`config.mk`:
```
export PLATFORM = sky130hd
export DESIGN_NAME = rgb2ycbcr_conv
export DESIGN_NICKNAME = d
export VERILOG_FILES = /design/src/rtl/rgb2ycbcr_conv.sv
export SDC_FILE = /design/constraint.sdc
export NUM_CORES = 2
export LEC_CHECK = 0
export CORE_MARGIN = 2
export CORE_UTILIZATION = 40
export DETAILED_ROUTE_END_ITERATION = 10
export DONT_BUFFER_PORTS = 1
export HOLD_SLACK_MARGIN = 0.1
export SETUP_SLACK_MARGIN = 0.15
export SYNTH_ARGS = -nofsm -noshare
export SYNTH_HDL_FRONTEND = slang
export SYNTH_SLANG_ARGS = --single-unit
```
`constraint.sdc`:
```
create_clock -name clk -period 5.5 [get_ports clk]
set_input_delay 0.275 -clock clk [delete_from_list [all_inputs] [get_ports clk]]
set_output_delay 0.275 -clock clk [all_outputs]
set_load 0.1 [all_outputs]
```
`src/rtl/rgb2ycbcr_conv.sv`:
```
// RGB to YCbCr converter: 3-stage fixed-point pipeline with valid/ready backpressure.
// Supports BT.601 and BT.709 coefficient sets; a set change takes effect only at frame boundaries.
module rgb2ycbcr_conv #(
  parameter int DW   = 8,
  parameter int FRAC = 16
) (
  input  logic          clk,
  input  logic          reset,
  input  logic [DW-1:0] r_in,
  input  logic [DW-1:0] g_in,
  input  logic [DW-1:0] b_in,
  input  logic          valid_in,
  input  logic          frame_end_in,
  input  logic          mode_in,
  output logic          in_ready,
  output logic          valid_out,
  output logic          frame_end_out,
  output logic          mode_out,
  output logic [DW-1:0] y_out,
  output logic [DW-1:0] cb_out,
  output logic [DW-1:0] cr_out,
  input  logic          out_ready
);
  localparam int KW = FRAC + 2;
  localparam int PW = DW + FRAC + 3;
  localparam int SW = PW + 2;
  localparam int OW = DW + 3;

  typedef logic signed [KW-1:0] coef_t;
  typedef logic signed [PW-1:0] prod_t;
  typedef logic signed [OW-1:0] acc_t;

  // Rounds half away from zero so that negative coefficients mirror positive ones.
  function automatic coef_t kq(input real c);
    real s;
    s = c * (2.0 ** FRAC);
    if (s >= 0.0) return KW'($rtoi(s + 0.5));
    return KW'(-$rtoi(0.5 - s));
  endfunction

  // Row order: Y(R,G,B), Cb(R,G,B), Cr(R,G,B)
  localparam coef_t K601 [9] = '{kq(0.299), kq(0.587), kq(0.114),
                                 kq(-0.168736), kq(-0.331264), kq(0.5),
                                 kq(0.5), kq(-0.418688), kq(-0.081312)};
  localparam coef_t K709 [9] = '{kq(0.2126), kq(0.7152), kq(0.0722),
                                 kq(-0.114572), kq(-0.385428), kq(0.5),
                                 kq(0.5), kq(-0.454153), kq(-0.045847)};

  localparam logic signed [SW-1:0] RND = SW'(1) << (FRAC - 1);
  localparam logic signed [SW-1:0] OFS = SW'(1) << (DW - 1 + FRAC);

  logic                 en, accept, eff_mode;
  logic                 active_mode, frame_idle;
  logic [DW-1:0]        pix [3];
  coef_t                coef [9];
  prod_t                s1_prod [9];
  logic                 s1_v, s1_fe, s1_mode;
  logic signed [SW-1:0] sum [3];
  acc_t                 s2_acc [3];
  logic                 s2_v, s2_fe, s2_mode;
  logic [DW-1:0]        sat [3];

  assign en       = ~valid_out | out_ready;
  assign in_ready = en;
  assign accept   = valid_in & en;
  assign eff_mode = frame_idle ? mode_in : active_mode;
  assign pix[0]   = r_in;
  assign pix[1]   = g_in;
  assign pix[2]   = b_in;

  always_comb begin
    for (int unsigned i = 0; i < 9; i++) coef[i] = eff_mode ? K709[i] : K601[i];
  end

  // Mode is sampled on the first accepted pixel of a frame and held until its frame_end pixel.
  always_ff @(posedge clk) begin
    if (reset) begin
      active_mode <= 1'b0;
      frame_idle  <= 1'b1;
    end else if (accept) begin
      active_mode <= eff_mode;
      frame_idle  <= frame_end_in;
    end
  end

  always_ff @(posedge clk) begin
    if (reset) begin
      s1_v    <= 1'b0;
      s1_fe   <= 1'b0;
      s1_mode <= 1'b0;
      for (int unsigned i = 0; i < 9; i++) s1_prod[i] <= '0;
    end else if (en) begin
      s1_v  <= valid_in;
      s1_fe <= valid_in & frame_end_in;
      if (valid_in) begin
        s1_mode <= eff_mode;
        for (int unsigned i = 0; i < 9; i++)
          s1_prod[i] <= PW'($signed({1'b0, pix[i % 3]})) * PW'(coef[i]);
      end
    end
  end

  always_comb begin
    for (int unsigned c = 0; c < 3; c++) begin
      sum[c] = SW'(s1_prod[3*c]) + SW'(s1_prod[3*c+1]) + SW'(s1_prod[3*c+2]) + RND;
      if (c != 0) sum[c] = sum[c] + OFS;
    end
  end

  always_ff @(posedge clk) begin
    if (reset) begin
      s2_v    <= 1'b0;
      s2_fe   <= 1'b0;
      s2_mode <= 1'b0;
      for (int unsigned c = 0; c < 3; c++) s2_acc[c] <= '0;
    end else if (en) begin
      s2_v  <= s1_v;
      s2_fe <= s1_fe;
      if (s1_v) begin
        s2_mode <= s1_mode;
        for (int unsigned c = 0; c < 3; c++) s2_acc[c] <= OW'(sum[c] >>> FRAC);
      end
    end
  end

  always_comb begin
    for (int unsigned c = 0; c < 3; c++) begin
      sat[c] = s2_acc[c][DW-1:0];
      if (s2_acc[c][OW-1])             sat[c] = '0;
      else if (|s2_acc[c][OW-2:DW])    sat[c] = '1;
    end
  end

  always_ff @(posedge clk) begin
    if (reset) begin
      valid_out     <= 1'b0;
      frame_end_out <= 1'b0;
      mode_out      <= 1'b0;
      y_out         <= '0;
      cb_out        <= '0;
      cr_out        <= '0;
    end else if (en) begin
      valid_out     <= s2_v;
      frame_end_out <= s2_fe;
      if (s2_v) begin
        mode_out <= s2_mode;
        y_out    <= sat[0];
        cb_out   <= sat[1];
        cr_out   <= sat[2];
      end
    end
  end
endmodule

```
==> results_dict.tcl <==
set metrics [dict create \
    status "complete, no violations" \
    wire_per_inst_um 17.4 \
    clockBufferDepth 3 \
    insertion_delay_ps 600 \
    vias 23100 \
    p_total_mw 22.0 \
    yosysMostFrequentCell "inv_1" \
    dieArea_mm2 0.0844 \
    arrival_ps 5620 \
    tightest_slew_ps 1020 \
    layout_setup_ws_ps 205 \
    grt_use_met3_pct 3.38 \
    ios 58 \
    yosys-top-cells-count "inv_1 (773), ha_1 (544), fa_1 (440)" \
    gp_congestion 0.916 \
    numPortBuffers 0 \
    drv_cap 0 \
    drt_iter0_markers 1216 \
    finalCritPeriodShare_pct 96.3 \
    vdd_drop_max_mv 0.274 \
    cts_tree "yes" \
    ys_warn_count 0 \
    grt_util_all_layers_pct 19.5 \
    stdcell_count 4714 \
    leakagePower_nw 19.5 \
    cts_root_buf "clkbuf_16" \
    use_met1_pct 26.9 \
    critical_path_class "reg2reg" \
    ys_async_sr_fraction_pct 0 \
    clk_pin_slew_ps 60 \
    drc 0 \
    hold_viol 0 \
    row_count 105 \
    cts.sinks 244 \
    whs_ps 143 \
    core_area_mm2 0.0817 \
    placed_cell_area_mm2 0.0360 \
    worstSetupStartpointType "register" \
    grt_pass1_vias 23800 \
    dpl.hpwl_um 67000 \
    htree_levels 1 \
    met2_usage_pct 31.0 \
    synth_enable_flop_cells 210 \
    totalWireLength_um 81900 \
    ant_nets 0 \
    setup_tns_ps 0 \
    powerDensity_mw_per_mm2 581 \
    final_nets 4633 \
    fin_crit_ps 5300 \
    syn-cell-area_mm2 0.0328 \
    end_kind "register" \
    die_h_um 290 \
    ys_seq_elements 244 \
    drt_first_pass_iters 5 \
    syn_inst 3323 \
    dp_cells 4617 \
    relSlewSlack_pct 31.9 \
    required_ps 5820 \
    netlist-cell-type-count 68 \
    synth_area_per_cell_um2 9.88 \
    path_max_fanout 8 \
    setup_viol 0 \
    viasPerCell 4.89 \
    synth_top_flop_cell "edfxtp_1" \
    grt_busiest_layer "met2" \
    slew_violations 0 \
    fmax_mhz 189 \
    initial_core_util_pct 40.2 \
    synth_area_leaders "fa_1 (27%), ha_1 (21%), edfxtp_1 (19%)" \
    grt_max_degree 99 \
    finClkSkew_ps 25.9 \
    final_util_pct 46.4 \
    min_path_type "in2reg" \
    area_growth_pct 15.6 \
    final_area_mm2 0.0379 \
    gr-total-overflow 0 \
    die-width_um 290 \
    rsz0062_at_grt "yes" \
    grt_pass1_wl_um 129000 \
    cts_buffers 29 \
    drive_above_1_share_pct 12.1 \
    synth.top_cell.area_share_pct 26.8 \
    ys_seq_area_share_pct 21.3 \
    yosys.area.top_type "fa_1" \
    post-place-ws_ps 63.6 \
    antenna_found_initial 2 \
]
cell families after synthesis:
kind of cell | count (synthesis) | share of synthesized area (%)
AO/OA/AOI/OAI | 409 | 7.98
XOR/XNOR | 143 | 3.82
adder cells (fa/ha/maj) | 984 | 47.6
buffers and inverters | 846 | 9.67
flip-flops | 244 | 21.3
other | 2 | 0.0229
AND/OR/NAND/NOR | 695 | 9.65
worst paths after layout:
path,startpoint,end,slack (ps),cells past startpoint
max,frame_idle,s1_prod[0][102],200,22
min,b_in[4],s1_prod[0][154],140,2
max reg2reg,frame_idle,s1_prod[0][102],200,22
min reg2reg,s2_fe,s2_fe,450,2
registers in the layout, summed over array words and instances (netlist names):
name / cells
active_mode: 1
cb_out: 8
cr_out: 8
frame_end_out: 1
frame_idle: 1
mode_out: 1
s1_fe: 1
s1_prod: 178
s1_v: 1
s2_acc: 32
s2_fe: 1
s2_mode: 1
s2_v: 1
valid_out: 1
y_out: 8
layout by cell type, fill, tap and decap left out, types with 25 or more instances in the layout:
cell,n
a21o_1,47
clkbuf_16,35
nand2b_1,27
edfxtp_1,210
xnor2_1,81
and3_1,45
dfxtp_1,32
buf_4,255
inv_1,758
nand3_1,30
nor3_1,79
a21oi_1,119
nor2_1,270
conb_1,48
fa_1,436
xor2_1,59
o21a_1,25
o21ai_0,69
nand2_1,130
ha_1,535
timing repair:
action                                  in CTS  in global routing
setup buffers                                1                 11
hold buffers                                25                  0
endpoints found under the hold margin       75                  0
resized for setup                           11                115
endpoints found under the setup margin      18                 61
gates cloned                                 1                  3
pin swaps                                    4                 51
power by group:
part           leakage, nW  total, mW  internal (mW)  switching [mW]
combinational         16.4       16.8           7.86            8.98
sequential            2.57       3.14           2.71           0.422
clock                0.510       2.06           1.20           0.863
metal layers:
| layer | up-vias | part of all wire [%] |
|---|---|---|
| met4 | 0 | 4.0 |
| met5 | - | 0 |
| li1 | 11300 | - |
| met1 | 11200 | 46 |
| met2 | 500 | 44 |
| met3 | 130 | 5.9 |
area by class of cell:
class	instances	area (um^2)
diodes	2	5.00
inverters	774	2910
multi-input cells	2279	23300
flip-flops and latches	244	6990
repair buffers	291	2400
fillers	7700	43800
well taps	1070	1340
clock inverters	20	209
clock buffers	34	828
worst max-delay path, stage by stage, from the launching register on:
cell and delay, ps:
dfxtp_4 370, nand2_4 80, o21a_4 200, buf_12 190, nand2_1 80, o21ai_1 90, buf_4 150, ha_4 190
fa_1 490, fa_1 510, inv_2 50, fa_1 530, inv_1 70, ha_4 240, a21o_1 180, o32a_1 280
o41a_1 140, a211oi_2 370, o31a_2 250, nor2_1 60, a221oi_2 260, xor2_1 170, nor2_1 50
(Power assumes the default switching activity.)
